===== src/rtl/serial_alu_sequencer.sv =====
// Purpose : sequences a WIDTH-bit operation bit-serially (LSB first) through an
//           external combinational 1-bit ALU, assembling RESULT/CARRY/ZERO.
// Latency : START accepted at edge 0 -> BUSY cycles 1..WIDTH -> DONE in cycle
//           WIDTH+1 -> READY in cycle WIDTH+2; illegal MODE -> DONE in cycle 1.
// Backpressure: none; START is only honoured while READY=1 and is ignored
//           otherwise, so a requester must hold off until READY.
// Ports   : CLK/RST (sync, active-high); START/MODE/OP_A/OP_B request;
//           READY/BUSY/DONE status; RESULT/CARRY/ZERO/ERR held results;
//           ALU_MODE/ALU_A/ALU_B/ALU_C_IN drive the 1-bit ALU, ALU_X/ALU_C_OUT
//           return from it combinationally in the same cycle.
module serial_alu_sequencer #(
  parameter int WIDTH = 8
) (
  input  logic             CLK,
  input  logic             RST,
  input  logic             START,
  input  logic [2:0]       MODE,
  input  logic [WIDTH-1:0] OP_A,
  input  logic [WIDTH-1:0] OP_B,
  output logic             READY,
  output logic             BUSY,
  output logic             DONE,
  output logic [WIDTH-1:0] RESULT,
  output logic             CARRY,
  output logic             ZERO,
  output logic             ERR,
  output logic [2:0]       ALU_MODE,
  output logic             ALU_A,
  output logic             ALU_B,
  output logic             ALU_C_IN,
  input  logic             ALU_X,
  input  logic             ALU_C_OUT
);

  localparam int CW = $clog2(WIDTH);
  localparam logic [CW-1:0] LAST_BIT = CW'(WIDTH - 1);
  localparam logic [2:0] MODE_ADD  = 3'b000;
  localparam logic [2:0] MODE_XNOR = 3'b100;

  typedef enum logic [1:0] {
    S_IDLE = 2'd0,
    S_RUN  = 2'd1,
    S_FIN  = 2'd2
  } state_t;

  state_t           state_q, state_d;
  logic [WIDTH-1:0] a_sh_q, a_sh_d;
  logic [WIDTH-1:0] b_sh_q, b_sh_d;
  logic [WIDTH-1:0] res_sh_q, res_sh_d;
  logic [2:0]       mode_q, mode_d;
  logic             carry_q, carry_d;
  logic [CW-1:0]    cnt_q, cnt_d;
  logic [WIDTH-1:0] result_q, result_d;
  logic             carry_out_q, carry_out_d;
  logic             zero_q, zero_d;
  logic             err_q, err_d;

  always_ff @(posedge CLK) begin
    if (RST) begin
      state_q     <= S_IDLE;
      a_sh_q      <= '0;
      b_sh_q      <= '0;
      res_sh_q    <= '0;
      mode_q      <= '0;
      carry_q     <= 1'b0;
      cnt_q       <= '0;
      result_q    <= '0;
      carry_out_q <= 1'b0;
      zero_q      <= 1'b1;
      err_q       <= 1'b0;
    end else begin
      state_q     <= state_d;
      a_sh_q      <= a_sh_d;
      b_sh_q      <= b_sh_d;
      res_sh_q    <= res_sh_d;
      mode_q      <= mode_d;
      carry_q     <= carry_d;
      cnt_q       <= cnt_d;
      result_q    <= result_d;
      carry_out_q <= carry_out_d;
      zero_q      <= zero_d;
      err_q       <= err_d;
    end
  end

  always_comb begin
    state_d     = state_q;
    a_sh_d      = a_sh_q;
    b_sh_d      = b_sh_q;
    res_sh_d    = res_sh_q;
    mode_d      = mode_q;
    carry_d     = carry_q;
    cnt_d       = cnt_q;
    result_d    = result_q;
    carry_out_d = carry_out_q;
    zero_d      = zero_q;
    err_d       = err_q;

    READY    = 1'b0;
    BUSY     = 1'b0;
    DONE     = 1'b0;
    ALU_MODE = 3'b000;
    ALU_A    = 1'b0;
    ALU_B    = 1'b0;
    ALU_C_IN = 1'b0;

    case (state_q)
      S_IDLE: begin
        READY = 1'b1;
        if (START) begin
          if (MODE <= MODE_XNOR) begin
            a_sh_d  = OP_A;
            b_sh_d  = OP_B;
            mode_d  = MODE;
            carry_d = 1'b0;
            cnt_d   = '0;
            state_d = S_RUN;
          end else begin
            // Illegal opcode: skip RUN, keep previous RESULT/CARRY/ZERO.
            err_d   = 1'b1;
            state_d = S_FIN;
          end
        end
      end

      S_RUN: begin
        BUSY     = 1'b1;
        ALU_MODE = mode_q;
        ALU_A    = a_sh_q[0];
        ALU_B    = b_sh_q[0];
        ALU_C_IN = (mode_q == MODE_ADD) ? carry_q : 1'b0;

        // Result enters at the MSB so after WIDTH shifts bit i lines up
        // with operand bit i.
        res_sh_d = {ALU_X, res_sh_q[WIDTH-1:1]};
        carry_d  = ALU_C_OUT;
        a_sh_d   = a_sh_q >> 1;
        b_sh_d   = b_sh_q >> 1;
        cnt_d    = cnt_q + CW'(1);

        if (cnt_q == LAST_BIT) begin
          // Publish on the final shift edge so RESULT is valid alongside DONE.
          state_d     = S_FIN;
          result_d    = res_sh_d;
          carry_out_d = (mode_q == MODE_ADD) ? ALU_C_OUT : 1'b0;
          zero_d      = (res_sh_d == '0);
          err_d       = 1'b0;
        end
      end

      S_FIN: begin
        DONE    = 1'b1;
        state_d = S_IDLE;
      end

      default: state_d = S_IDLE;
    endcase
  end

  assign RESULT = result_q;
  assign CARRY  = carry_out_q;
  assign ZERO   = zero_q;
  assign ERR    = err_q;

endmodule


===== config.mk =====
export PLATFORM = sky130hd
export DESIGN_NAME = serial_alu_sequencer
export DESIGN_NICKNAME = d
export VERILOG_FILES = /design/src/rtl/serial_alu_sequencer.sv
export SDC_FILE = /design/constraint.sdc
export NUM_CORES = 1
export LEC_CHECK = 0
export CORE_ASPECT_RATIO = 1.4
export CORE_MARGIN = 3
export CORE_UTILIZATION = 54
export DETAILED_ROUTE_END_ITERATION = 7
export GPL_ROUTABILITY_DRIVEN = 0
export GPL_TIMING_DRIVEN = 0
export PLACE_DENSITY = 0.94
export SETUP_SLACK_MARGIN = 0.2
export SYNTH_ARGS = -nofsm -noshare
export SYNTH_HDL_FRONTEND = slang
export SYNTH_SLANG_ARGS = --single-unit

===== constraint.sdc =====
create_clock -name CLK -period 2.34 [get_ports CLK]
set_clock_uncertainty 0.1 [all_clocks]
set_input_delay 0.234 -clock CLK [delete_from_list [all_inputs] [get_ports CLK]]
set_output_delay 0.234 -clock CLK [all_outputs]
set_load 0.005 [all_outputs]

==> Yosys cells after proc, flatten, opt, wreduce, memory -nomap -nowiden <==
Cells that the tools add are included.
{ "totals": {"reg_bits": 44, "in_bits": 24, "elab_cells": 58} }
{ "classes": {"n_addsub": 1, "magnitude_cmp": 1, "n_eq_ne": 7, "muxes": 29, "reduce_logical": 9} }
{ "ops": {"columns": ["cell", "n"], "rows": [
  ["$mux W8", 4],
  ["$pmux W8 S2", 2],
  ["$mux W1", 13],
  ["$mux W3", 3],
  ["$logic_not A8 Y1", 1],
  ["$ne A2 B2 Y1 const B", 4],
  ["$mux W2", 3],
  ["$pmux W3 S2", 1],
  ["$reduce_and A3 Y1", 2],
  ["$pmux W1 S2", 2],
  ["$pmux W2 S2", 1],
  ["$reduce_and A2 Y1", 2],
  ["$reduce_and A4 Y1", 1],
  ["$add A3 B1 Y3 const B", 1],
  ["$eq A3 B3 Y1 const B", 1],
  ["$le A3 B3 Y1 const B", 1],
  ["$logic_not A3 Y1", 1],
  ["$eq A2 B1 Y1 const B", 1],
  ["$eq A2 B2 Y1 const B", 1],
  ["$logic_not A2 Y1", 1],
  ["$reduce_bool A2 Y1", 1]
]} }

==> Longest topological paths before layout <==
{ "depth": {"word_depth": 4, "mapped_depth": 7} }

==> Worst setup path after synthesis <==
Ideal clock, no wire load.
{ "synth_timing": {"path_kind": "reg-to-output", "start": "register state_q[0]", "end": "output port ALU_A", "t_arrival_ps": 1112, "slack_ps": 894, "stages_incl_launch_ff": 7, "path_cell_list": "dfxtp_1 > buf_4 > nand2b_1 > buf_2 > inv_1 > buf_2 > and2_1"} }
{ "synth_between": {"elab_chain_len": 2} }
{ "synth_lines": {"columns": ["item", "line", "text"], "rows": [
  ["start: declaration", "46", "state_t state_q, state_d;"],
  ["start signal: assignment", "72", "state_q <= state_d;"],
  ["$eq A2 B1 Y1", "107", "case (state_q)"],
  ["$mux W1", "107", null],
  ["end: declaration", "28", "output logic ALU_A,"]
]} }
Every way passes these cells.

==> Worst setup path after layout <==
{ "layout_timing": {"start": "register state_q[1]", "end": "output port BUSY"} }
{ "layout_between": {"elab_chain_len": 2} }
{ "layout_lines": {"columns": ["item", "line", "text"], "rows": [
  ["$eq A2 B1 Y1", "107", null],
  ["$mux W1", "107", null],
  ["end: declaration", "21", "output logic BUSY,"]
]} }
Every way passes these cells.

==> results.cfg <==
[status]
status = complete, no violations

[clock_tree]
cts_tree = yes
clock_latency_ns = 0.30
cts_max_path_buffers = 2
cts-root-buf = clkbuf_8
cts.sinks = 43
clk_pin_slew_ns = 0.08
htree_levels = 2
numCtsBuffers = 5
postCtsHoldBufs = 0

[placed_design]
port_buffers = 42
dp_hpwl_um = 3400

[setup_path]
max_stage_delay_ns = 0.48
rr_worst_depth = 6
cp_num_cells = 6
cp.required_ns = 2.01
crit_top_cell = buf_6
cp-start-kind = register
critPathKind = reg -> out
critical_path_buf_inv_count = 5
arrival_ns = 1.74
crit_chain = nand2b_4, buf_6, inv_6, buf_6, buf_4, clkdlybuf4s50_1
path_delay_family = buffers and inverters
crit_slowest_cell = clkdlybuf4s50_1
critPathMaxFanout = 9
end_kind = output port

[timing]
finalCritPeriodShare_pct = 88.7
slew_violations = 0
tns_ns = 0
slew_headroom_pct = 57.5
max_freq_mhz = 482
finalHoldViolCount = 0
rsz0062_at_grt = no
setup_viol = 0
worst_pin_slew_ns = 0.638
layout_min_cycle_time_ns = 2.08

[drt]
totalWireLength_um = 4880
drtPass1Iterations = 4
dr_total_vias = 1787
drtAntennaViolNets = 0
drc_errors = 0
drt_iter0_drc = 80
wl_per_cell_um = 16.0
via_per_inst = 5.86

[yosys]
syn_area_sq_um = 2020
synth-edff-count = 0
yosysUniqueCellTypes = 35
synth-seq-area-share_pct = 42.6
synth.area.top_cells = dfxtp_1 43%, mux2i_1 8.4%, nand2_1 7.4%
synth_top_area_cell = dfxtp_1
synth_fp_nets = 237
yosysWarnings = 0
ys_ff_latch = 43
synthFlopType = dfxtp_1
syn-instance-count = 211
async_reset_ff_share_pct = 0
synth_top_area_share_pct = 42.6
avgSynthCellArea_sq_um = 9.58

[pwr]
power-per-cell-area_nw_per_um2 = 595
leakage_uw = 0.00107
ir_drop_v = 0.000660

[layout]
area_growth_syn_to_layout_pct = 32.1
antenna_cells = 0
final_common_cell = dfxtp_1
n_fill_cell = 236
drive_gt1_share_pct = 17.7
layout.nets = 290
final_util_pct = 76.9
final_cell_mix = 41 x dfxtp_1, 40 x nand2_1, 37 x clkdlybuf4s50_1, 20 x a21oi_1, 17 x mux2i_1

[global_route]
grt_first_pass_wirelength_um = 7740
grt_max_degree = 13
grt-ovfl-total = 0
grt_pass1_vias = 1723
track_usage_pct = 21.9
grt_antenna_before_repair = 0

[min_path]
hold_path_class = in -> reg
hold_depth = 3

[job]
maxCapViolCount = 0

[floorplan]
placementRows = 25
start_util_pct = 58.2
coreArea_sq_um = 3470
fp.dieH_um = 78.4
die_area_sq_um = 4520
dieWidth_um = 57.7
ioPinCount = 44
==> cell usage after synthesis (3+ instances only) <==
library cell  count
dfxtp_1          43
nand2_1          40
a21oi_1          20
mux2i_1          17
a31o_1           11
a2111oi_2         8
buf_2             7
a2111oi_0         6
a31o_2            6
clkbuf_1          6
and2_1            5
and3_1            5
buf_6             4
buf_4             3
nor2b_1           3
==> sequential cells by signal, indices dropped and copies added (netlist names), 2 cells and up <==
signal	count
RESULT	8
a_sh_q	8
b_sh_q	8
res_sh_q	7
cnt_q	3
mode_q	3
state_q	2
==> layer usage <==
metal,wire [um],global-route usage (%),share of wire (%),up-vias
met5,0,0,0,-
met4,61,8.35,1.3,0
met3,175,4.77,3.6,6
met2,2730,39.8,56,42
met1,1910,24.1,39,872
li1,-,-,-,867
==> worst min-delay path, delay by kind of cell <==
kind                   cells  cell delay (ns)
buffers and inverters      1             0.15
AND/OR/NAND/NOR            1             0.12
AO/OA/AOI/OAI              1             0.13
==> stage by stage <==
step	instance area (sq um)	hold WS, ns	worst slack, ns	instances	total power [uW]
floorplan	2020	0.270	0.894	211	971
global placement	2490	0.342	0.259	293	1060
detailed placement	2490	0.345	0.233	293	1070
CTS	2630	0.268	0.208	304	1580
global route	2670	0.285	0.208	305	1650
finish	2670	0.276	0.264	305	1590
==> layout make-up <==
| class | count | area (sq um) | share of cell area, % |
|---|---|---|---|
| multi-input cells | 145 | 1020 | 38.3 |
| inverters | 2 | 12.5 | 0.469 |
| well taps | 40 | 50.0 | 1.87 |
| clock buffers | 8 | 100 | 3.75 |
| flip-flops and latches | 43 | 866 | 32.4 |
| plain buffers | 21 | 156 | 5.86 |
| repair buffers | 46 | 463 | 17.3 |
==> final timing paths <==
path | end | slack [ns] | start
setup / recovery | BUSY | 0.26 | state_q[1]$_SDFFE_PP0P_
hold / removal | b_sh_q[7]$_SDFFE_PP0P_ | 0.28 | RST
setup reg to reg | b_sh_q[5]$_SDFFE_PP0P_ | 0.67 | state_q[0]$_SDFFE_PP0P_
hold reg to reg | RESULT[7]$_SDFFE_PP0P_ | 0.35 | RESULT[7]$_SDFFE_PP0P_
==> report_power, final <==
group | internal, uW | total (uW) | switching, uW | leakage [uW]
Clock | 269 | 515 | 246 | 0.0000515
Sequential | 765 | 784 | 19.4 | 0.000351
Combinational | 147 | 290 | 143 | 0.000663
Total | 1180 | 1590 | 408 | 0.00107
==> timing repair <==
item | in CTS | in global routing
gates resized for setup | 8 | 10
setup buffers | 3 | 1
endpoints found under the setup margin | 7 | 7
pin swaps | 0 | 0
==> logic make-up (layout without fill, tap and decap cells) <==
group | after synthesis | after routing | synth area share, %
AO/OA/AOI/OAI | 59 | 59 | 24.4
adder cells (fa/ha/maj) | 2 | 2 | 1.24
buffers and inverters | 23 | 77 | 7.31
flip-flops | 43 | 43 | 42.6
multiplexers | 17 | 17 | 8.42
AND/OR/NAND/NOR | 67 | 67 | 16.0
No activity file was read; power rests on OpenSTA's default activity.
